## src/rtl/glitch_check_monitor_pkg.sv

```systemverilog
// rtl/glitch_check_monitor_pkg.sv - shared widths and FSM encoding for the glitch check monitor
package glitch_check_monitor_pkg;

  localparam int GCM_COUNT_WIDTH = 32;
  localparam int GCM_RUN_WIDTH   = 16;

  typedef enum logic [1:0] {
    GCM_IDLE  = 2'd0,
    GCM_CHECK = 2'd1,
    GCM_DONE  = 2'd2
  } gcm_state_e;

endpackage

```

## src/rtl/glitch_check_monitor_if.sv

```systemverilog
// rtl/glitch_check_monitor_if.sv - control, sample and statistics bundle of the glitch check monitor
interface glitch_check_monitor_if #(
  parameter int pCOUNT_WIDTH = glitch_check_monitor_pkg::GCM_COUNT_WIDTH,
  parameter int pRUN_WIDTH   = glitch_check_monitor_pkg::GCM_RUN_WIDTH
);
  logic                    arm_i;
  logic [pCOUNT_WIDTH-1:0] window_i;
  logic                    glitch_out_i;
  logic                    expected_glitch_i;
  logic                    busy_o;
  logic                    done_o;
  logic                    error_o;
  logic [pCOUNT_WIDTH-1:0] error_count_o;
  logic [pCOUNT_WIDTH-1:0] first_error_cycle_o;
  logic [pRUN_WIDTH-1:0]   max_run_o;
  logic [pCOUNT_WIDTH-1:0] glitch_rises_o;
  logic [pCOUNT_WIDTH-1:0] expected_rises_o;

  modport master (
    output arm_i, window_i, glitch_out_i, expected_glitch_i,
    input  busy_o, done_o, error_o, error_count_o, first_error_cycle_o,
           max_run_o, glitch_rises_o, expected_rises_o
  );

  modport slave (
    input  arm_i, window_i, glitch_out_i, expected_glitch_i,
    output busy_o, done_o, error_o, error_count_o, first_error_cycle_o,
           max_run_o, glitch_rises_o, expected_rises_o
  );
endinterface

```

## src/rtl/glitch_check_monitor_sat_counter.sv

```systemverilog
// rtl/glitch_check_monitor_sat_counter.sv - saturating event counter with synchronous clear
module gcm_sat_counter #(
  parameter int pWIDTH = 8
) (
  input  logic              clk,
  input  logic              rst_n,
  input  logic              clr_i,
  input  logic              inc_i,
  output logic [pWIDTH-1:0] count_o
);
  logic [pWIDTH-1:0] count_q;

  always_ff @(posedge clk or negedge rst_n) begin
    if (!rst_n) begin
      count_q <= '0;
    end else if (clr_i) begin
      count_q <= '0;
    end else if (inc_i && !(&count_q)) begin
      count_q <= count_q + pWIDTH'(1);
    end
  end

  assign count_o = count_q;
endmodule

```

## src/rtl/glitch_check_monitor.sv

```systemverilog
// rtl/glitch_check_monitor.sv - compares a glitch output against its reference over an armed window
// and accumulates mismatch, run-length, first-error and edge statistics.
module glitch_check_monitor
  import glitch_check_monitor_pkg::*;
#(
  parameter int pCOUNT_WIDTH = GCM_COUNT_WIDTH,
  parameter int pRUN_WIDTH   = GCM_RUN_WIDTH
) (
  input  logic                  glitch_clk,
  input  logic                  reset_n,
  glitch_check_monitor_if.slave mon
);
  gcm_state_e              state_q;
  logic                    glitch_s_q, expected_s_q;
  logic                    prev_glitch_q, prev_expected_q;
  logic                    busy_q, done_q, error_q;
  logic [pCOUNT_WIDTH-1:0] idx_q, window_q, first_err_q;
  logic [pRUN_WIDTH-1:0]   max_run_q, max_run_d, run_plus;
  logic [pCOUNT_WIDTH-1:0] err_count, glitch_rises, expected_rises;
  logic [pRUN_WIDTH-1:0]   run_count;
  logic                    arm, in_check, mismatch, last_sample, not_first;

  // Sampling mid-cycle keeps edge skew between the two sources from reading as a mismatch.
  always_ff @(negedge glitch_clk or negedge reset_n) begin
    if (!reset_n) begin
      glitch_s_q   <= 1'b0;
      expected_s_q <= 1'b0;
    end else begin
      glitch_s_q   <= mon.glitch_out_i;
      expected_s_q <= mon.expected_glitch_i;
    end
  end

  always_comb begin
    arm         = mon.arm_i;
    in_check    = (state_q == GCM_CHECK) && !arm;
    mismatch    = glitch_s_q ^ expected_s_q;
    last_sample = (idx_q == window_q - pCOUNT_WIDTH'(1));
    not_first   = (idx_q != '0);
    run_plus    = (&run_count) ? run_count : run_count + pRUN_WIDTH'(1);
    max_run_d   = (run_plus > max_run_q) ? run_plus : max_run_q;
  end

  always_ff @(posedge glitch_clk or negedge reset_n) begin
    if (!reset_n) begin
      state_q         <= GCM_IDLE;
      busy_q          <= 1'b0;
      done_q          <= 1'b0;
      error_q         <= 1'b0;
      idx_q           <= '0;
      window_q        <= '0;
      first_err_q     <= '1;
      max_run_q       <= '0;
      prev_glitch_q   <= 1'b0;
      prev_expected_q <= 1'b0;
    end else if (arm) begin
      window_q    <= mon.window_i;
      idx_q       <= '0;
      error_q     <= 1'b0;
      first_err_q <= '1;
      max_run_q   <= '0;
      if (mon.window_i != '0) begin
        state_q <= GCM_CHECK;
        busy_q  <= 1'b1;
        done_q  <= 1'b0;
      end else begin
        state_q <= GCM_DONE;
        busy_q  <= 1'b0;
        done_q  <= 1'b1;
      end
    end else if (state_q == GCM_CHECK) begin
      idx_q           <= idx_q + pCOUNT_WIDTH'(1);
      prev_glitch_q   <= glitch_s_q;
      prev_expected_q <= expected_s_q;
      if (mismatch) begin
        error_q   <= 1'b1;
        max_run_q <= max_run_d;
        if (!error_q) first_err_q <= idx_q;
      end
      if (last_sample) begin
        state_q <= GCM_DONE;
        busy_q  <= 1'b0;
        done_q  <= 1'b1;
      end
    end
  end

  gcm_sat_counter #(.pWIDTH(pCOUNT_WIDTH)) u_err_count (
    .clk(glitch_clk), .rst_n(reset_n), .clr_i(arm),
    .inc_i(in_check && mismatch), .count_o(err_count)
  );

  // A matching sample breaks the current run.
  gcm_sat_counter #(.pWIDTH(pRUN_WIDTH)) u_run_count (
    .clk(glitch_clk), .rst_n(reset_n), .clr_i(arm || (in_check && !mismatch)),
    .inc_i(in_check && mismatch), .count_o(run_count)
  );

  gcm_sat_counter #(.pWIDTH(pCOUNT_WIDTH)) u_glitch_rises (
    .clk(glitch_clk), .rst_n(reset_n), .clr_i(arm),
    .inc_i(in_check && not_first && glitch_s_q && !prev_glitch_q), .count_o(glitch_rises)
  );

  gcm_sat_counter #(.pWIDTH(pCOUNT_WIDTH)) u_expected_rises (
    .clk(glitch_clk), .rst_n(reset_n), .clr_i(arm),
    .inc_i(in_check && not_first && expected_s_q && !prev_expected_q), .count_o(expected_rises)
  );

  assign mon.busy_o              = busy_q;
  assign mon.done_o              = done_q;
  assign mon.error_o             = error_q;
  assign mon.error_count_o       = err_count;
  assign mon.first_error_cycle_o = first_err_q;
  assign mon.max_run_o           = max_run_q;
  assign mon.glitch_rises_o      = glitch_rises;
  assign mon.expected_rises_o    = expected_rises;
endmodule

```

## src/flat_wrapper.sv

```systemverilog
// flat-port wrapper written by rule: the top's interface ports become plain ports
module glitch_check_monitor_flat import glitch_check_monitor_pkg::*;
#(
  parameter int pCOUNT_WIDTH = GCM_COUNT_WIDTH,
  parameter int pRUN_WIDTH   = GCM_RUN_WIDTH
)
  (glitch_clk, reset_n, mon_arm_i, mon_window_i, mon_glitch_out_i, mon_expected_glitch_i, mon_busy_o, mon_done_o, mon_error_o, mon_error_count_o, mon_first_error_cycle_o, mon_max_run_o, mon_glitch_rises_o, mon_expected_rises_o);
  glitch_check_monitor_if #(.pCOUNT_WIDTH(pCOUNT_WIDTH), .pRUN_WIDTH(pRUN_WIDTH)) mon_i ();
  input  logic glitch_clk;
  input  logic reset_n;
  input wire logic [$bits(mon_i.arm_i)-1:0] mon_arm_i;
  input wire logic [$bits(mon_i.window_i)-1:0] mon_window_i;
  input wire logic [$bits(mon_i.glitch_out_i)-1:0] mon_glitch_out_i;
  input wire logic [$bits(mon_i.expected_glitch_i)-1:0] mon_expected_glitch_i;
  output wire logic [$bits(mon_i.busy_o)-1:0] mon_busy_o;
  output wire logic [$bits(mon_i.done_o)-1:0] mon_done_o;
  output wire logic [$bits(mon_i.error_o)-1:0] mon_error_o;
  output wire logic [$bits(mon_i.error_count_o)-1:0] mon_error_count_o;
  output wire logic [$bits(mon_i.first_error_cycle_o)-1:0] mon_first_error_cycle_o;
  output wire logic [$bits(mon_i.max_run_o)-1:0] mon_max_run_o;
  output wire logic [$bits(mon_i.glitch_rises_o)-1:0] mon_glitch_rises_o;
  output wire logic [$bits(mon_i.expected_rises_o)-1:0] mon_expected_rises_o;
  assign mon_i.arm_i = mon_arm_i;
  assign mon_i.window_i = mon_window_i;
  assign mon_i.glitch_out_i = mon_glitch_out_i;
  assign mon_i.expected_glitch_i = mon_expected_glitch_i;
  assign mon_busy_o = mon_i.busy_o;
  assign mon_done_o = mon_i.done_o;
  assign mon_error_o = mon_i.error_o;
  assign mon_error_count_o = mon_i.error_count_o;
  assign mon_first_error_cycle_o = mon_i.first_error_cycle_o;
  assign mon_max_run_o = mon_i.max_run_o;
  assign mon_glitch_rises_o = mon_i.glitch_rises_o;
  assign mon_expected_rises_o = mon_i.expected_rises_o;
  glitch_check_monitor #(.pCOUNT_WIDTH(pCOUNT_WIDTH), .pRUN_WIDTH(pRUN_WIDTH)) u_core (.glitch_clk(glitch_clk), .reset_n(reset_n), .mon(mon_i));
endmodule
```

## config.mk

```make
export PLATFORM = sky130hd
export DESIGN_NAME = glitch_check_monitor_flat
export DESIGN_NICKNAME = d
export VERILOG_FILES = /design/src/rtl/glitch_check_monitor_pkg.sv /design/src/rtl/glitch_check_monitor_if.sv /design/src/rtl/glitch_check_monitor_sat_counter.sv /design/src/rtl/glitch_check_monitor.sv /design/src/flat_wrapper.sv
export SDC_FILE = /design/constraint.sdc
export NUM_CORES = 1
export LEC_CHECK = 0
export CORE_MARGIN = 3
export CORE_UTILIZATION = 30
export CTS_CLUSTER_DIAMETER = 120
export CTS_CLUSTER_SIZE = 12
export DETAILED_ROUTE_END_ITERATION = 8
export HOLD_SLACK_MARGIN = 0.03
export PLACE_DENSITY = 0.59
export SLEW_MARGIN = 20
export SYNTH_ARGS = -nofsm -noshare
export SYNTH_HDL_FRONTEND = slang
export SYNTH_HIERARCHICAL = 1
export SYNTH_SLANG_ARGS = --single-unit
```

## constraint.sdc

```tcl
create_clock -name glitch_clk -period 4.3 [get_ports glitch_clk]
set_input_delay 0.645 -clock glitch_clk [delete_from_list [all_inputs] [get_ports glitch_clk]]
set_output_delay 0.645 -clock glitch_clk [all_outputs]
set_load 0.005 [all_outputs]
```

==> metrics.txt, run 1 <==
result of the run=finished with violations; violated checks=setup timing; count of different cell masters after synthesis=79; worst path bufs/invs=3; depth of the critical timing path with buffers and inverters included=8; Cell Count Post-Placement=2124; post-place setup slack=-0.0992 ns; Rel. slew slack=0.389; post-route setup slack=-0.0317 ns; Comb power frac=0.109; Vert. Die Dim=218 um; Clock Sink Count=231; Clock Latency Late Sink=0.53 ns; global route overflow=0; Total Routed Length=38300 um; Die Wd=218 um; Leakage=6.60 nW; switching power total=1.22 mW; Max stage delay cell, worst path=sky130_fd_sc_hd__or4_1; area of the die=47600 sq um; largest net degree at the start of global routing=74; Worst R2R Path Depth=8; share of total power in the clock network=0.395; Crit path max-delay family=simple AND/OR/NAND/NOR gates; via count of the first global-routing pass=11400; number of pins exceeding their max-slew limit in the final report=0; Worst Min Path Start=u_core/window_q[31]$_DFFE_PN0P_; number of violations of the max-capacitance limit=0; origin of the worst setup path=u_core/expected_s_q$_DFF_NN0_; final hold vios=0; critical path arrival=4.78 ns; fraction of final layout cells with drive strength greater than 1=0.150; Total Neg Setup Slack=-0.128 ns; data required time at the worst endpoint=4.75 ns; Wirelength per Cell=17.6 um; fraction of synthesis flops using an asynchronous set or reset pin=1.00; biggest area contributors in the synthesized netlist=sky130_fd_sc_hd__dfrtp_1 36%, sky130_fd_sc_hd__dfstp_2 6.2%, sky130_fd_sc_hd__xor2_1 3.5%, sky130_fd_sc_hd__mux2_2 2.9%, sky130_fd_sc_hd__nand2_1 2.9%; final routed DRC violation total=0; clk_skew=0.0169 ns; end of the worst hold path=u_core/window_q[31]$_DFFE_PN0P_; Max Root-Sink Buffers=3; Detailed Route Iter0 Violations=839; power per cell area=278 nW/um^2; number of top-level design ports=184; cell at the root of the clock tree=sky130_fd_sc_hd__clkbuf_16; Final nets=1630; area growth from synthesis to layout=26.5%; element type at the critical path end=register; post-synthesis sequential area ratio=0.431; Synth warnings=6; Worst Hold Path Cells=1; initial antenna violation count=0; via count=11700; end-of-flow core utilization=0.386; total nets after synthesis=1437; largest stage delay on the critical path=0.51 ns; Hold Path Class=reg -> reg; area of the placeable core=44300 sq um; Worst Hold Margin=0.535 ns; kind of critical path=reg -> reg; minimum setup slack among reg-to-reg paths=-0.03 ns; diodes inserted=0; sequence of cells on the critical path=xnor2_2 -> or3_4 -> inv_4 -> buf_6 -> o41ai_4 -> buf_4 -> or4_1 -> a21oi_2; routability cong.=0.855; remaining number of nets flagged by the antenna check after routing=0; Synth Register Bits=231; starting density of the core=0.305; proportion of total power due to net switching=0.257; Vias per Instance=5.38; RSZ-0062 raised after global routing=true; predominant post-synthesis flop cell=sky130_fd_sc_hd__dfrtp_1; global-route wire length before repair=62200 um; endpoints failing setup=8; top post-synthesis cells by count=197 x sky130_fd_sc_hd__dfrtp_1, 105 x sky130_fd_sc_hd__nand2_1, 93 x sky130_fd_sc_hd__nor2_1, 74 x sky130_fd_sc_hd__a21oi_1, 57 x sky130_fd_sc_hd__clkbuf_1; number of cells produced by synthesis=1376; cell area after synthesis=13500 sq um; clock-pin slew on the worst setup and hold paths=0.07 ns; average size of a mapped cell=9.82 sq um; most common cell in the netlist=sky130_fd_sc_hd__dfrtp_1; cell type with the largest total area after synthesis=sky130_fd_sc_hd__dfrtp_1; TritonCTS clock tree=built; TritonCTS Buffers=23; number of standard cells in the final layout excluding fillers=2177; Pre-Repair DR Iteration Count=5; HPWL reported at the end of detailed placement=27600 um; number of standard-cell rows in the floorplan=77; share of the synthesized area in the top cell type=0.365; highest ir drop seen on vdd=0.216 mV; H-tree levels=1; portion of total power attributed to sequential cells=0.496; Worst Setup Start Kind=register; endpoint of the worst register-to-register path=u_core/u_err_count/count_o[29]$_DFFE_PN0P_; number of synthesized flops with an enable pin=0; worst r2r src=u_core/expected_s_q$_DFF_NN0_; number of buffers added on ports=183; Slew @ Worst Pin=0.916 ns; GRT Util Overall=0.157; maximum fanout along the worst path=9; internal power=3.52 mW
-- repair_timing --
action	in CTS	in global routing
gates resized for setup	11	36
gates cloned	1	1
hold endpoints to repair	35	0
buffers inserted	7	3
pin swaps	11	11
hold buffers	1	0
setup endpoints to repair	19	40
-- routing by layer --
| metal | track usage | part of all wire |
|---|---|---|
| met5 | 0 | 0 |
| met4 | 0.0376 | 0.017 |
| met3 | 0.0190 | 0.040 |
| met2 | 0.257 | 0.48 |
| met1 | 0.221 | 0.47 |
-- worst register-to-register path, stage by stage, from the launching register on --
cell and delay [ns]:
sky130_fd_sc_hd__dfrtn_1 0.46, sky130_fd_sc_hd__xnor2_2 0.10, sky130_fd_sc_hd__or3_4 0.36, sky130_fd_sc_hd__inv_4 0.07, sky130_fd_sc_hd__buf_6 0.11, sky130_fd_sc_hd__o41ai_4 0.16, sky130_fd_sc_hd__buf_4 0.21, sky130_fd_sc_hd__or4_1 0.51
sky130_fd_sc_hd__a21oi_2 0.13
-- area by class of cell --
| type | count | area (sq um) |
|---|---|---|
| Multi-Input combinational cell | 1024 | 7370 |
| Clock inverter | 1 | 11.3 |
| Tap cell | 592 | 741 |
| Timing Repair Buffer | 242 | 2330 |
| Clock buffer | 40 | 639 |
| Sequential cell | 231 | 5820 |
| Inverter | 47 | 181 |
| Fill cell | 4419 | 27200 |
-- cell families after synthesis --
| family | after synthesis | synth area share |
|---|---|---|
| buf+inv | 121 | 0.0392 |
| simple gates | 565 | 0.253 |
| fa+ha+maj | 24 | 0.0222 |
| flops | 231 | 0.431 |
| mux | 52 | 0.0432 |
| compound gates | 284 | 0.148 |
| xor+xnor | 99 | 0.0641 |
-- placed cells by master (no fill, tap or decap), types with 33 or more instances in the layout --
cell type / netlist / routed
sky130_fd_sc_hd__xnor2_1: 45 / 44
sky130_fd_sc_hd__buf_4: 0 / 50
sky130_fd_sc_hd__mux2_2: 35 / 35
sky130_fd_sc_hd__or4_1: 52 / 46
sky130_fd_sc_hd__nor2_1: 93 / 93
sky130_fd_sc_hd__nand3_1: 48 / 48
sky130_fd_sc_hd__a21oi_1: 74 / 64
sky130_fd_sc_hd__xor2_1: 54 / 53
sky130_fd_sc_hd__clkdlybuf4s50_1: 0 / 181
sky130_fd_sc_hd__inv_1: 47 / 44
sky130_fd_sc_hd__o31ai_1: 45 / 44
sky130_fd_sc_hd__nand2_1: 105 / 104
sky130_fd_sc_hd__and3_1: 33 / 33
sky130_fd_sc_hd__o21ai_0: 37 / 37
sky130_fd_sc_hd__dfrtp_1: 197 / 197
-- state kept, by name, indices dropped and copies added (netlist names) --
register,flops
u_core/u_glitch_rises/count_o,32
u_core/prev_expected_q,1
u_core/mon.first_error_cycle_o,32
u_core/mon.error_o,1
u_core/u_err_count/count_o,32
u_core/idx_q,32
u_core/window_q,32
u_core/expected_s_q,1
u_core/u_expected_rises/count_o,32
u_core/u_run_count/count_o,16
u_core/prev_glitch_q,1
u_core/state_q,2
u_core/glitch_s_q,1
u_core/mon.max_run_o,16
-- metrics by stage --
step	instance area (sq um)	power, mW
6_report	17100	4.75
5_1_grt	17100	4.96
4_1_cts	16900	4.84
3_5_place_dp	16100	2.90
3_3_place_gp	16100	2.89
2_1_floorplan	13500	2.63
-- power by group through the flow --
stage	sequential [mW]	combinational, mW	clock, mW
after floorplan	2.36	0.264	0
after global placement	2.39	0.503	0
after detailed placement	2.39	0.510	0
after CTS	2.35	0.524	1.96
after global routing	2.36	0.572	2.03
final	2.35	0.518	1.88
-- how the worst max path moves through the flow --
| stage | endpoint | slack, ns |
|---|---|---|
| 4_1_cts | u_core/u_err_count/count_o[7]$_DFFE_PN0P_ | -0.06 |
| 3_5_place_dp | u_core/u_err_count/count_o[9]$_DFFE_PN0P_ | -0.1 |
| 3_3_place_gp | u_core/u_err_count/count_o[11]$_DFFE_PN0P_ | -0.08 |
| 5_1_grt | u_core/u_err_count/count_o[5]$_DFFE_PN0P_ | -0.11 |
| 2_1_floorplan | u_core/u_err_count/count_o[22]$_DFFE_PN0P_ | 0.02 |
| 6_report | u_core/u_err_count/count_o[29]$_DFFE_PN0P_ | -0.03 |
No activity file was read; power rests on OpenSTA's default activity.
==> run 2, diff against run 1 <==
Settings changed: CORE_UTILIZATION 30 to 56, PLACE_DENSITY 0.59 to 0.91.
==> run 2 against run 1 <==
Net effect:
- the flow still finishes with violations (setup timing)
- global-route usage grew 11 points
- via count is 4.5% higher
- register-to-register slack worse by 0.07 ns
- total power fell by 0.96%
- sequential share of layout area up 0.48 points
- critical endpoint is now u_core/u_err_count/count_o[13]$_DFFE_PN0P_
- largest cell class unchanged
==> metrics.txt, run 2 (synthesis results as in run 1) <==
post-route setup slack=-0.106 ns (-0.0745 ns); maximum fanout along the worst path=7 (-2); clk_skew=0.0173 ns (+0.000351 ns); total of fill cells in the finished design=1644 (-63%); final routed DRC violation total=0 (unchanged); Worst Setup Start Kind=register; result of the run=finished with violations; Detailed Route Iter0 Violations=1413 (+68%); end-of-flow core utilization=0.714 (+0.328); routability cong.=0.894 (+4.6%); Vert. Die Dim=161 um (-26%); Slew @ Worst Pin=1.02 ns (+0.109 ns); Vias per Instance=6.41 (+19%); highest ir drop seen on vdd=0.250 mV (+16%); via count=12200 (+4.5%); RSZ-0062 raised after global routing=true; final hold vios=0 (unchanged); Die Wd=161 um (-26%); initial antenna violation count=1 (+1); number of standard-cell rows in the floorplan=56 (-27%); element type at the critical path end=register; HPWL reported at the end of detailed placement=25400 um (-7.9%); number of top-level design ports=184 (unchanged); fraction of final layout cells with drive strength greater than 1=0.155 (+0.00529); most frequent cells in the layout=197 x sky130_fd_sc_hd__dfrtp_1, 181 x sky130_fd_sc_hd__clkdlybuf4s50_1, 105 x sky130_fd_sc_hd__nand2_1; TritonCTS clock tree=built; Cell Count Post-Placement=1846 (-13%); Rel. slew slack=0.317 (-0.0725); number of buffers added on ports=183 (unchanged); Worst R2R Path Depth=8 (unchanged); minimum setup slack among reg-to-reg paths=-0.11 ns (-0.07 ns); Total Routed Length=37400 um (-2.5%); number of pins exceeding their max-slew limit in the final report=0 (unchanged); via count of the first global-routing pass=11600 (+2.3%); Leakage=6.61 nW (+0.22%); largest net degree at the start of global routing=185 (+150%); endpoints failing setup=14 (+6); area of the placeable core=23600 sq um (-47%); number of violations of the max-capacitance limit=0 (unchanged); Clock Sink Count=231 (unchanged); leading cell type in the layout, fill and taps excluded=sky130_fd_sc_hd__dfrtp_1; starting density of the core=0.572 (+0.267); Wirelength per Cell=19.6 um (+11%); global route overflow=0 (unchanged); GRT Util Overall=0.269 (+0.112); Worst Hold Margin=0.0418 ns (-0.493 ns); number of standard cells in the final layout excluding fillers=1909 (-12%); clock-pin slew on the worst setup and hold paths=0.06 ns (about the same); H-tree levels=1 (unchanged); data required time at the worst endpoint=4.72 ns (-0.03 ns); Hold Path Class=in -> async; Clock Latency Late Sink=0.51 ns (-0.02 ns); global-route wire length before repair=58900 um (-5.4%); cell at the root of the clock tree=sky130_fd_sc_hd__clkbuf_16; area occupied by multi-input gates=7410 sq um (+0.59%); Max Root-Sink Buffers=3 (unchanged); area growth from synthesis to layout=24.7%; Final nets=1634 (+0.25%); violated checks=setup timing; area used by sequential logic in the layout=5820 sq um (unchanged); kind of critical path=reg -> reg; area of the die=26000 sq um (-45%); power per cell area=279 nW/um^2 (+0.43%); remaining number of nets flagged by the antenna check after routing=0 (unchanged); Pre-Repair DR Iteration Count=6 (+1); critical path arrival=4.83 ns (+0.05 ns); TritonCTS Buffers=23 (unchanged)
[run 2: path summary, 6_finish.rpt]
check,startpoint,to
worst max-delay path,u_core/expected_s_q$_DFF_NN0_,u_core/u_err_count/count_o[13]$_DFFE_PN0P_
worst min-delay path,reset_n,u_core/mon.error_o$_DFFE_PN0P_
worst max register to register,u_core/expected_s_q$_DFF_NN0_,u_core/u_err_count/count_o[13]$_DFFE_PN0P_
worst min register to register,u_core/prev_expected_q$_DFFE_PN0P_,u_core/prev_expected_q$_DFFE_PN0P_
max in group asynchronous,reset_n,u_core/glitch_s_q$_DFF_NN0_
min in group glitch_clk,u_core/prev_expected_q$_DFFE_PN0P_,u_core/prev_expected_q$_DFFE_PN0P_
[run 2: final cells by class]
type / instances / area share
Tap cell: 319 / 0.0237
Clock buffer: 40 / 0.0379
Clock inverter: 1 / 0.000668
Multi-Input combinational cell: 1025 / 0.440
Inverter: 47 / 0.0106
Timing Repair Buffer: 245 / 0.142
Sequential cell: 231 / 0.345
Antenna cell: 1 / 0.000148
[run 2: metrics by stage]
| stage | power, mW | setup WS (ns) | TNS [ns] | instance area, sq um |
|---|---|---|---|---|
| floorplan | 2.63 | 0.0153 | 0 | 13500 |
| global placement | 2.86 | 0.0255 | 0 | 15800 |
| detailed placement | 2.88 | -0.103 | -0.170 | 15800 |
| CTS | 4.72 | -0.0769 | -0.202 | 16500 |
| global route | 4.88 | -0.181 | -3.16 | 16900 |
| finish | 4.70 | -0.106 | -0.641 | 16900 |
[run 2: power by group]
group | leakage (nW) | internal, mW | switching (mW)
registers | 3.03 | 2.27 | 0.0828
logic | 3.27 | 0.246 | 0.266
clock network | 0.310 | 1.01 | 0.830
total | 6.61 | 3.52 | 1.18
[run 2: repair_timing]
item / CTS / global route
hold buffers: 0 / 0
endpoints found under the setup margin: 9 / 60
gates resized for setup: 9 / 45
pin swaps: 10 / 21
buffers inserted: 3 / 16
cloned: 0 / 3
[run 2: layer usage]
layer	routed length [um]	global-route usage	share of wire	up-vias
li1	-	-	-	5551
met1	15200	0.360	0.41	6041
met2	18600	0.459	0.50	555
met3	2440	0.0341	0.065	92
met4	1100	0.0817	0.029	0
met5	0	0	0	-
[run 2: worst max-delay path, cell delays in order, from the launching register on]
cell and delay, ns:
sky130_fd_sc_hd__dfrtn_1 0.45, sky130_fd_sc_hd__xnor2_2 0.10, sky130_fd_sc_hd__or3_1 0.34, sky130_fd_sc_hd__inv_2 0.09
sky130_fd_sc_hd__buf_4 0.12, sky130_fd_sc_hd__o41ai_4 0.14, sky130_fd_sc_hd__clkbuf_16 0.20, sky130_fd_sc_hd__or4_1 0.51
sky130_fd_sc_hd__a21oi_1 0.21
==> run 3, diff against run 2 <==
Settings changed: CAP_MARGIN set to 20, GPL_TIMING_DRIVEN set to 0.
==> run 3 against run 2 <==
Net effect:
- clock skew up 0.017 ns
- die area unchanged
- critical endpoint is now u_core/u_run_count/count_o[15]$_DFFE_PN0P_
- highest routed layer unchanged
- flip-flop and latch count did not move
- the flow still finishes with violations (setup timing)
==> metrics.txt, run 3 (synthesis results as in run 1) <==
number of buffers added on ports=183 (unchanged); Clock Sink Count=231 (unchanged); Wirelength per Cell=19.4 um (-0.78%); via count of the first global-routing pass=12000 (+3.4%); starting density of the core=0.572 (unchanged); element type at the critical path end=register; number of top-level design ports=184 (unchanged); Cell Count Post-Placement=1880 (+1.8%); final routed DRC violation total=0 (unchanged); Pre-Repair DR Iteration Count=6 (unchanged); TritonCTS clock tree=built; CTS Hold Buffers Added=0 (unchanged); TritonCTS Buffers=23 (unchanged); most crowded layer after global routing=met2; summed area of non-filler cells in the final layout=16900 sq um (about the same); Worst Setup Start Kind=register; M1 GR Usage=0.363 (+0.00326); most frequent cells in the layout=197 x sky130_fd_sc_hd__dfrtp_1, 182 x sky130_fd_sc_hd__clkdlybuf4s50_1, 105 x sky130_fd_sc_hd__nand2_1; global-route track usage on met2=0.474 (+0.0148); endpoint of the worst register-to-register path=u_core/u_run_count/count_o[15]$_DFFE_PN0P_; Final nets=1662 (+1.7%); Rel. slew slack=0.391 (+0.0746); number of pins exceeding their max-slew limit in the final report=0 (unchanged); data required time at the worst endpoint=4.75 ns (+0.03 ns); area of placed instances=15800 sq um (+0.21%); Detailed Route Iter0 Violations=1286 (-9.0%); remaining number of nets flagged by the antenna check after routing=0 (unchanged); result of the run=finished with violations; overall power of the completed layout=4.72 mW (+0.45%); power per cell area=280 nW/um^2 (+0.43%); GRT Util Overall=0.278 (+0.00950); largest net degree at the start of global routing=94 (-49%); Total Routed Length=37700 um (+0.78%); critical path arrival=4.82 ns (about the same); RSZ-0062 raised after global routing=true; via count=12600 (+2.6%); final hold vios=0 (unchanged); routing usage on met3=0.0395 (+0.00539); maximum fanout along the worst path=8 (+1); post-route setup slack=-0.0731 ns (+0.0331 ns); Max Root-Sink Buffers=3 (unchanged); number of violations of the max-capacitance limit=0 (unchanged); global route overflow=0 (unchanged); routability cong.=0.954 (+6.7%); leading cell type in the layout, fill and taps excluded=sky130_fd_sc_hd__dfrtp_1; fraction of final layout cells with drive strength greater than 1=0.137 (-0.0182); number of standard-cell rows in the floorplan=56 (unchanged); Vert. Die Dim=161 um (unchanged); Leakage=6.57 nW (-0.58%); endpoints failing setup=1 (-13); end-of-flow core utilization=0.714 (about the same); area of the die=26000 sq um (unchanged); Die Wd=161 um (unchanged); H-tree levels=1 (unchanged); initial antenna violation count=2 (+1); Vias per Instance=6.48 (+1.0%); minimum setup slack among reg-to-reg paths=-0.07 ns (+0.03 ns); post-place setup slack=-0.515 ns (-0.413 ns); global-route wire length before repair=60900 um (+3.4%); area of the placeable core=23600 sq um (unchanged); violated checks=setup timing; Worst R2R Path Depth=8 (unchanged); Slew @ Worst Pin=0.910 ns (-0.115 ns); highest ir drop seen on vdd=0.344 mV (+37%); cell at the root of the clock tree=sky130_fd_sc_hd__clkbuf_16; kind of critical path=reg -> reg; Clock Latency Late Sink=0.53 ns (+0.02 ns); Hold Path Class=in -> async; clk_skew=0.0342 ns (+0.0169 ns); number of standard cells in the final layout excluding fillers=1939 (+1.6%); worst r2r src=u_core/expected_s_q$_DFF_NN0_; clock-pin slew on the worst setup and hold paths=0.06 ns (about the same); HPWL reported at the end of detailed placement=26700 um (+5.1%); area growth from synthesis to layout=24.7% (about the same)
==> run 3: changes by cell type in the layout (fill, tap and decap cells not counted), moves of 3 or more <==
cell	delta
sky130_fd_sc_hd__buf_12	-3
sky130_fd_sc_hd__buf_6	+5
sky130_fd_sc_hd__buf_2	+5
sky130_fd_sc_hd__clkbuf_1	+52
sky130_fd_sc_hd__buf_4	-36
sky130_fd_sc_hd__nor4_1	-5
sky130_fd_sc_hd__nor4_4	+3
==> run 3: area by class of cell <==
type                    count  area (sq um)
multi-input cells        1024          7410
plain buffers              73           363
clock buffers              40           639
clock inverters             2          20.0
diodes                      2          5.00
inverters                  47           179
flip-flops and latches    231          5820
fillers                  1688          6750
well taps                 319           399
repair buffers            201          2020
==> run 3: how the worst max path moves through the flow <==
stage | startpoint | end | slack (ns) | cells past startpoint
finish | u_core/expected_s_q$_DFF_NN0_ | u_core/u_run_count/count_o[15]$_DFFE_PN0P_ | -0.07 | 8
floorplan | u_core/expected_s_q$_DFF_NN0_ | u_core/u_err_count/count_o[22]$_DFFE_PN0P_ | 0.02 | 8
global route | u_core/glitch_s_q$_DFF_NN0_ | u_core/u_run_count/count_o[15]$_DFFE_PN0P_ | -0.1 | 8
CTS | u_core/expected_s_q$_DFF_NN0_ | u_core/u_expected_rises/count_o[22]$_DFFE_PN0P_ | -0.04 | 6
global placement | reset_n | u_core/expected_s_q$_DFF_NN0_ | -8.66 | 1
detailed placement | mon_arm_i | u_core/u_glitch_rises/count_o[30]$_DFFE_PN0P_ | -0.52 | 10
==> run 3: power by group <==
part | internal (mW) | switching [mW] | leakage [nW]
clock | 1.01 | 0.833 | 0.314
combinational | 0.247 | 0.286 | 3.23
sequential | 2.27 | 0.0759 | 3.03
==> run 3: per-layer routing <==
metal | routed length [um] | vias up
li1 | - | 5621
met1 | 15000 | 6095
met2 | 18500 | 724
met3 | 2800 | 119
met4 | 1380 | 0
met5 | 0 | -
==> run 3: worst max-delay path, stage by stage (launching register included) <==
cell                      delay (ns)
sky130_fd_sc_hd__dfrtn_1        0.46
sky130_fd_sc_hd__xnor2_2        0.10
sky130_fd_sc_hd__or3_4          0.35
sky130_fd_sc_hd__inv_4          0.08
sky130_fd_sc_hd__buf_6          0.11
sky130_fd_sc_hd__and4_4         0.24
sky130_fd_sc_hd__nand3_4        0.13
sky130_fd_sc_hd__or4_1          0.50
sky130_fd_sc_hd__a21oi_1        0.17
==> run 3: stage by stage <==
step                      hold slack (ns)  TNS (ns)
after floorplan                     0.349         0
after global placement              0.490  -1484.04
after detailed placement            0.497    -10.76
after CTS                          0.0917    -0.167
after global routing                0.114    -0.479
final                              0.0885   -0.0731
==> run 3: timing repair <==
action | CTS | global route
cloned | 0 | 1
setup endpoints to repair | 76 | 88
pin swaps | 11 | 18
gates resized for setup | 18 | 43
setup buffers | 12 | 3
